$ cat config.mk
export PLATFORM = sky130hd
export DESIGN_NAME = xadc_scan_pwm_flat
export DESIGN_NICKNAME = d
export VERILOG_FILES = /design/src/rtl/xadc_scan_pwm_if.sv /design/src/rtl/xadc_scan_pwm.sv /design/src/flat_wrapper.sv
export SDC_FILE = /design/constraint.sdc
export NUM_CORES = 1
export LEC_CHECK = 0
export ABC_AREA = 1
export BUFFER_PORTS_ARGS = -buffer_cell sky130_fd_sc_hd__buf_2
export CAP_MARGIN = 20
export CORE_UTILIZATION = 40
export CTS_CLUSTER_SIZE = 8
export DETAILED_ROUTE_END_ITERATION = 8
export PLACE_DENSITY = 0.59
export SLEW_MARGIN = 40
export SYNTH_ARGS = -nofsm -noshare
export SYNTH_HDL_FRONTEND = slang
export SYNTH_SLANG_ARGS = --single-unit
$ cat constraint.sdc
create_clock -name clk -period 2.6 [get_ports clk]
set_input_delay 0.52 -clock clk [delete_from_list [all_inputs] [get_ports clk]]
set_output_delay 0.52 -clock clk [all_outputs]
set_load 0.05 [all_outputs]
$ cat src/rtl/xadc_scan_pwm_if.sv
// DRP-side bundle between xadc_wiz_0 and xadc_scan_pwm.
// The scanner is the DRP master; the XADC (or a bench model) is the slave.
interface xadc_scan_pwm_if;
    logic        eoc_in;
    logic        drdy_in;
    logic [15:0] do_in;
    logic        den_out;
    logic [6:0]  daddr_out;
    logic        dwe_out;

    modport master (
        input  eoc_in, drdy_in, do_in,
        output den_out, daddr_out, dwe_out
    );

    modport slave (
        output eoc_in, drdy_in, do_in,
        input  den_out, daddr_out, dwe_out
    );
endinterface

$ cat src/rtl/xadc_scan_pwm.sv
// Multi-channel XADC DRP scanner: one read sweep per end-of-conversion,
// optional per-channel IIR filter, one glitch-free PWM output per channel.
module xadc_scan_pwm #(
    parameter int unsigned NUM_CH    = 4,
    parameter logic [6:0]  BASE_ADDR = 7'h10,
    parameter int unsigned CTR_LEN   = 8,
    parameter int unsigned AVG_SHIFT = 0,
    parameter int unsigned TIMEOUT   = 64
) (
    input  logic                  clk,
    input  logic                  rst_n,
    xadc_scan_pwm_if.master       drp,
    output logic [NUM_CH-1:0]     pwm_out,
    output logic                  sample_valid,
    output logic [3:0]            sample_ch,
    output logic [11:0]           sample_data,
    output logic                  busy,
    output logic                  overrun,
    output logic                  timeout_err
);
    localparam int unsigned ACC_W = 12 + AVG_SHIFT;
    localparam int unsigned WT_W  = $clog2(TIMEOUT + 1);

    typedef enum logic [1:0] {S_IDLE, S_REQ, S_WAIT, S_STORE} state_t;

    state_t             r_state, w_state_nxt;
    logic [3:0]         r_idx, w_idx_nxt;
    logic [WT_W-1:0]    r_wait, w_wait_nxt;
    logic               w_tmo;
    logic               w_last;
    logic [11:0]        r_sample;
    logic               r_overrun, r_timeout;
    logic [ACC_W-1:0]   r_acc [NUM_CH];
    logic [ACC_W-1:0]   w_acc_cur;
    logic [ACC_W-1:0]   w_acc_nxt;
    logic [CTR_LEN-1:0] r_ctr;
    logic [CTR_LEN-1:0] r_cmp [NUM_CH];
    logic [CTR_LEN-1:0] w_cmp [NUM_CH];
    logic [NUM_CH-1:0]  r_pwm;

    assign w_last = (r_idx == 4'(NUM_CH - 1));

    always_comb begin
        w_acc_cur = '0;
        for (int unsigned i = 0; i < NUM_CH; i++) begin
            if (r_idx == 4'(i)) w_acc_cur = r_acc[i];
        end
    end

    // acc + s - (acc >> k) always lands back in [0, 2^ACC_W), so modular
    // arithmetic at ACC_W bits is exact; k = 0 collapses to acc = s.
    assign w_acc_nxt = w_acc_cur + ACC_W'(r_sample) - (w_acc_cur >> AVG_SHIFT);

    always_comb begin
        w_state_nxt = r_state;
        w_idx_nxt   = r_idx;
        w_wait_nxt  = r_wait;
        w_tmo       = 1'b0;
        case (r_state)
            S_IDLE: begin
                if (drp.eoc_in) begin
                    w_state_nxt = S_REQ;
                    w_idx_nxt   = '0;
                end
            end
            S_REQ: begin
                w_state_nxt = S_WAIT;
                w_wait_nxt  = '0;
            end
            S_WAIT: begin
                if (drp.drdy_in) begin
                    w_state_nxt = S_STORE;
                end else if (r_wait == WT_W'(TIMEOUT - 1)) begin
                    w_tmo = 1'b1;
                    if (w_last) begin
                        w_state_nxt = S_IDLE;
                    end else begin
                        w_state_nxt = S_REQ;
                        w_idx_nxt   = r_idx + 4'd1;
                    end
                end else begin
                    w_wait_nxt = r_wait + WT_W'(1);
                end
            end
            S_STORE: begin
                if (w_last) begin
                    w_state_nxt = S_IDLE;
                end else begin
                    w_state_nxt = S_REQ;
                    w_idx_nxt   = r_idx + 4'd1;
                end
            end
            default: w_state_nxt = S_IDLE;
        endcase
    end

    always_ff @(posedge clk or negedge rst_n) begin
        if (!rst_n) begin
            r_state   <= S_IDLE;
            r_idx     <= '0;
            r_wait    <= '0;
            r_sample  <= '0;
            r_overrun <= 1'b0;
            r_timeout <= 1'b0;
            for (int unsigned i = 0; i < NUM_CH; i++) r_acc[i] <= '0;
        end else begin
            r_state <= w_state_nxt;
            r_idx   <= w_idx_nxt;
            r_wait  <= w_wait_nxt;
            if (r_state == S_WAIT && drp.drdy_in) r_sample <= drp.do_in[15:4];
            if (r_state == S_STORE) begin
                for (int unsigned i = 0; i < NUM_CH; i++) begin
                    if (r_idx == 4'(i)) r_acc[i] <= w_acc_nxt;
                end
            end
            if (drp.eoc_in && r_state != S_IDLE) r_overrun <= 1'b1;
            if (w_tmo) r_timeout <= 1'b1;
        end
    end

    always_comb begin
        for (int unsigned i = 0; i < NUM_CH; i++) begin
            w_cmp[i] = r_acc[i][ACC_W-1 -: CTR_LEN];
        end
    end

    // Duty only changes at the all-ones count so every period is whole.
    always_ff @(posedge clk or negedge rst_n) begin
        if (!rst_n) begin
            r_ctr <= '0;
            r_pwm <= '0;
            for (int unsigned i = 0; i < NUM_CH; i++) r_cmp[i] <= '0;
        end else begin
            r_ctr <= r_ctr + CTR_LEN'(1);
            for (int unsigned i = 0; i < NUM_CH; i++) begin
                if (r_ctr == '1) r_cmp[i] <= w_cmp[i];
                r_pwm[i] <= (r_ctr < r_cmp[i]);
            end
        end
    end

    assign drp.den_out   = (r_state == S_REQ);
    assign drp.daddr_out = (r_state == S_IDLE) ? '0 : BASE_ADDR + 7'(r_idx);
    assign drp.dwe_out   = 1'b0;
    assign pwm_out       = r_pwm;
    assign sample_valid  = (r_state == S_STORE);
    assign sample_ch     = (r_state == S_STORE) ? r_idx : '0;
    assign sample_data   = (r_state == S_STORE) ? w_acc_nxt[ACC_W-1 -: 12] : '0;
    assign busy          = (r_state != S_IDLE);
    assign overrun       = r_overrun;
    assign timeout_err   = r_timeout;
endmodule

$ cat src/flat_wrapper.sv
// flat-port wrapper written by rule: the top's interface ports become plain ports
module xadc_scan_pwm_flat 
#(
    parameter int unsigned NUM_CH    = 4,
    parameter logic [6:0]  BASE_ADDR = 7'h10,
    parameter int unsigned CTR_LEN   = 8,
    parameter int unsigned AVG_SHIFT = 0,
    parameter int unsigned TIMEOUT   = 64
)
  (clk, rst_n, pwm_out, sample_valid, sample_ch, sample_data, busy, overrun, timeout_err, drp_eoc_in, drp_drdy_in, drp_do_in, drp_den_out, drp_daddr_out, drp_dwe_out);
  xadc_scan_pwm_if drp_i ();
  input  logic clk;
  input  logic rst_n;
  output logic [NUM_CH-1:0] pwm_out;
  output logic sample_valid;
  output logic [3:0] sample_ch;
  output logic [11:0] sample_data;
  output logic busy;
  output logic overrun;
  output logic timeout_err;
  input wire logic [$bits(drp_i.eoc_in)-1:0] drp_eoc_in;
  input wire logic [$bits(drp_i.drdy_in)-1:0] drp_drdy_in;
  input wire logic [$bits(drp_i.do_in)-1:0] drp_do_in;
  output wire logic [$bits(drp_i.den_out)-1:0] drp_den_out;
  output wire logic [$bits(drp_i.daddr_out)-1:0] drp_daddr_out;
  output wire logic [$bits(drp_i.dwe_out)-1:0] drp_dwe_out;
  assign drp_i.eoc_in = drp_eoc_in;
  assign drp_i.drdy_in = drp_drdy_in;
  assign drp_i.do_in = drp_do_in;
  assign drp_den_out = drp_i.den_out;
  assign drp_daddr_out = drp_i.daddr_out;
  assign drp_dwe_out = drp_i.dwe_out;
  xadc_scan_pwm #(.NUM_CH(NUM_CH), .BASE_ADDR(BASE_ADDR), .CTR_LEN(CTR_LEN), .AVG_SHIFT(AVG_SHIFT), .TIMEOUT(TIMEOUT)) u_core (.clk(clk), .rst_n(rst_n), .drp(drp_i), .pwm_out(pwm_out), .sample_valid(sample_valid), .sample_ch(sample_ch), .sample_data(sample_data), .busy(busy), .overrun(overrun), .timeout_err(timeout_err));
endmodule
==> impl_metrics.json <==
{
  "drtIter0Drc": 251,
  "max_clock_freq_mhz": 315,
  "dp_hpwl_um": 9950,
  "layout-drive-gt1-share": 0.246,
  "p_per_area_nw_per_um2": 1360,
  "p_int_mw": 5.28,
  "grt_pass1_vias": 4599,
  "cp.arrival_ns": 2.66,
  "criticalPathCategory": "register to output pin",
  "yosysSeqAreaShare": 0.461,
  "place_area_um2": 6540,
  "place_ws_ns": -0.321,
  "setup_viol": 11,
  "post-route-cell-area_um2": 7280,
  "critPathBufInv": 3,
  "cp_top_family": "simple AND/OR/NAND/NOR gates",
  "p_clk_frac": 0.152,
  "synth_top_area_share": 0.461,
  "worst_pin_slew_ns": 0.600,
  "status": "finished with violations",
  "max-cap-violations": 0,
  "drc": 0,
  "crit_required_ns": 2.08,
  "crit_slowest_cell": "dfrtp_2",
  "globalRoute.totalOverflow": 0,
  "core_um2": 14000,
  "max_stage_delay_ns": 0.44,
  "r2r_end": "u_core.r_acc[40]",
  "start_util": 0.414,
  "seq_power_share": 0.237,
  "slew_headroom": 0.600,
  "gp_congestion": 0.835,
  "die_w_um": 123,
  "die_area_um2": 15000,
  "path_cells": "inv_4, ha_4, nor2_2, nand3_1, nand3_2, nand2_2, nand2_2, ha_4, inv_2, ha_4, nand3_4, nand3_4, nand3_2, nand4_1, nand2_2, nor2_4, buf_8",
  "clock_latency_ns": 0.35,
  "via_per_inst": 4.90,
  "drt_wl_total_um": 13500,
  "grtUsageTotal": 0.198,
  "whs_ns": 0.0909,
  "switching_share": 0.466,
  "p_leak_nw": 3.83,
  "htree_levels": 3,
  "power.switching_mw": 4.61,
  "portBuffers": 45,
  "hold_violations": 0,
  "r2r_start": "u_core.r_idx[1]",
  "die_y_um": 123,
  "finClkSkew_ns": 0.00651,
  "row_count": 43,
  "yosys.cell_types.count": 36,
  "clk_pin_slew_ns": 0.07,
  "r2r_cells": 17,
  "ys_top_cells_by_area": "dfrtp_1, nand2_1, ha_1, inv_1, a21oi_1",
  "synth_cells": 706,
  "min_path_type": "primary input to asynchronous set/reset pin",
  "synth_seq_cells": 107,
  "syn_avg_cell_area_um2": 8.23,
  "crit_path_max_fanout": 4,
  "wl_per_cell_um": 13.8,
  "antennaDiodeCount": 0,
  "clock_path_buffers": 2,
  "rsz0062_at_grt": "true",
  "vias": 4789,
  "finalWorstPathRequiredPeriod_ns": 3.18,
  "grt_max_degree": 61,
  "cts_inserted_buffers": 9,
  "antenna_found_initial": 0,
  "combPwrFrac": 0.612,
  "fin_nets": 859,
  "peakVddDrop_uv": 1060,
  "finalCritPeriodShare": 1.22,
  "grt_pass1_wl_um": 22800,
  "maxSlewViolCount": 0,
  "io_pins": 53,
  "clockRootBuffer": "clkbuf_16",
  "drtPass1Iterations": 4,
  "synth_area_um2": 5810,
  "syn_to_final_growth_pct": 25.2,
  "startpoint_type": "register",
  "layout_setup_ws_ns": -0.575,
  "ys_warn_count": 0,
  "hold_buffers": 0,
  "violations": "negative setup slack",
  "ff2ff_setup_slack_ns": 0.11,
  "cts_tree": "yes",
  "cp-end-kind": "output pin",
  "clock_sinks": 107,
  "synth_area_leader_cell": "dfrtp_1",
  "antenna_left": 0
}
-- cells in the mapped netlist --
cell,instances
a21o_1,2
a21oi_1,58
a311oi_1,1
a31o_2,1
and3_1,1
and3_2,1
buf_2,4
buf_4,5
buf_6,7
clkbuf_1,1
clkbuf_2,1
conb_1,1
dfrtp_1,107
ha_1,47
inv_1,96
inv_2,4
nand2_1,168
nand2_2,5
nand2_4,1
nand2b_1,1
nand3_1,49
nand3_2,1
nand3b_1,3
nand4_1,5
nor2_1,65
nor2_2,1
nor2_4,6
nor3_1,4
nor3_2,1
nor3b_1,1
o21ai_0,34
o21ai_1,9
o21ai_2,1
o31ai_1,4
xnor2_1,2
xor2_1,8
-- metrics by stage --
step | util | std cells | TNS [ns] | power (mW)
global placement | 0.466 | 947 | -2.10 | 7.29
detailed placement | 0.466 | 947 | -2.67 | 7.35
floorplan | - | 708 | -0.789 | 5.70
finish | 0.518 | 977 | -5.55 | 9.89
CTS | 0.513 | 979 | -7.52 | 9.82
global route | 0.518 | 977 | -7.47 | 10.6
-- per-layer routing --
layer  global-route usage  part of all wire
met5                    0                 0
met4               0.0564             0.014
met3               0.0414             0.032
met2                0.328              0.48
met1                0.259              0.48
-- power by group through the flow --
stage | logic [mW] | registers, mW | clock network (mW)
floorplan | 3.41 | 2.28 | 0
global placement | 4.95 | 2.34 | 0
detailed placement | 5.00 | 2.35 | 0
CTS | 5.93 | 2.34 | 1.55
global route | 6.61 | 2.39 | 1.61
finish | 6.05 | 2.34 | 1.50
-- registers in the layout, summed over array words and instances (netlist names) --
signal,cells
u_core.overrun,1
u_core.pwm_out,4
u_core.r_acc,36
u_core.r_cmp,32
u_core.r_ctr,8
u_core.r_idx,4
u_core.r_sample,12
u_core.r_state,2
u_core.r_wait,7
u_core.timeout_err,1
-- how the worst max path moves through the flow --
stage               startpoint         endpoint  slack (ns)  cells after the start
2_1_floorplan  u_core.r_idx[1]  sample_data[11]       -0.15                     16
3_3_place_gp   u_core.r_idx[0]  sample_data[11]       -0.27                     18
4_1_cts        u_core.r_idx[1]  sample_data[11]       -0.57                     17
5_1_grt        u_core.r_idx[0]   sample_data[9]       -0.79                     19
6_report       u_core.r_idx[1]  sample_data[11]       -0.58                     17
3_5_place_dp   u_core.r_idx[1]   sample_data[5]       -0.32                     17
-- cells by family after synthesis --
| family | after synthesis | share of synthesized area |
|---|---|---|
| XOR/XNOR | 10 | 0.0151 |
| buffers and inverters | 118 | 0.0896 |
| AO/OA/AOI/OAI | 110 | 0.0992 |
| flip-flops | 107 | 0.461 |
| AND/OR/NAND/NOR | 313 | 0.234 |
| other | 1 | 0.000645 |
| adder cells (fa/ha/maj) | 47 | 0.101 |
-- final cells by class --
cell class                      instances  area [µm²]
Multi-Input combinational cell        483        2980
Fill cell                            1307        6760
Tap cell                              180         225
Clock inverter                          5        85.1
Sequential cell                       107        2680
Inverter                              100         380
Clock buffer                           11         243
Timing Repair Buffer                   91         681
-- cell usage in the layout (no fill, tap or decap), drive strengths merged --
cell type	count
nand4	5
nor3b	1
buf	91
inv	101
nor2	72
a21o	2
nor3	5
nand2b	1
nand2	174
bufinv	2
o31ai	4
clkbuf	11
xor2	8
nand3b	3
a21oi	58
a31o	1
nand3	50
conb	3
o21ai	44
and3	2
clkinv	1
dfrtp	107
clkinvlp	1
a311oi	1
xnor2	2
ha	47
-- repair_timing --
item                                    CTS  global route
resized for setup                        55            30
pin swaps                                29            19
endpoints found under the setup margin   11            29
setup buffers                            17             6
hold endpoints to repair                  0             0
Power figures use the tool's default switching activity.
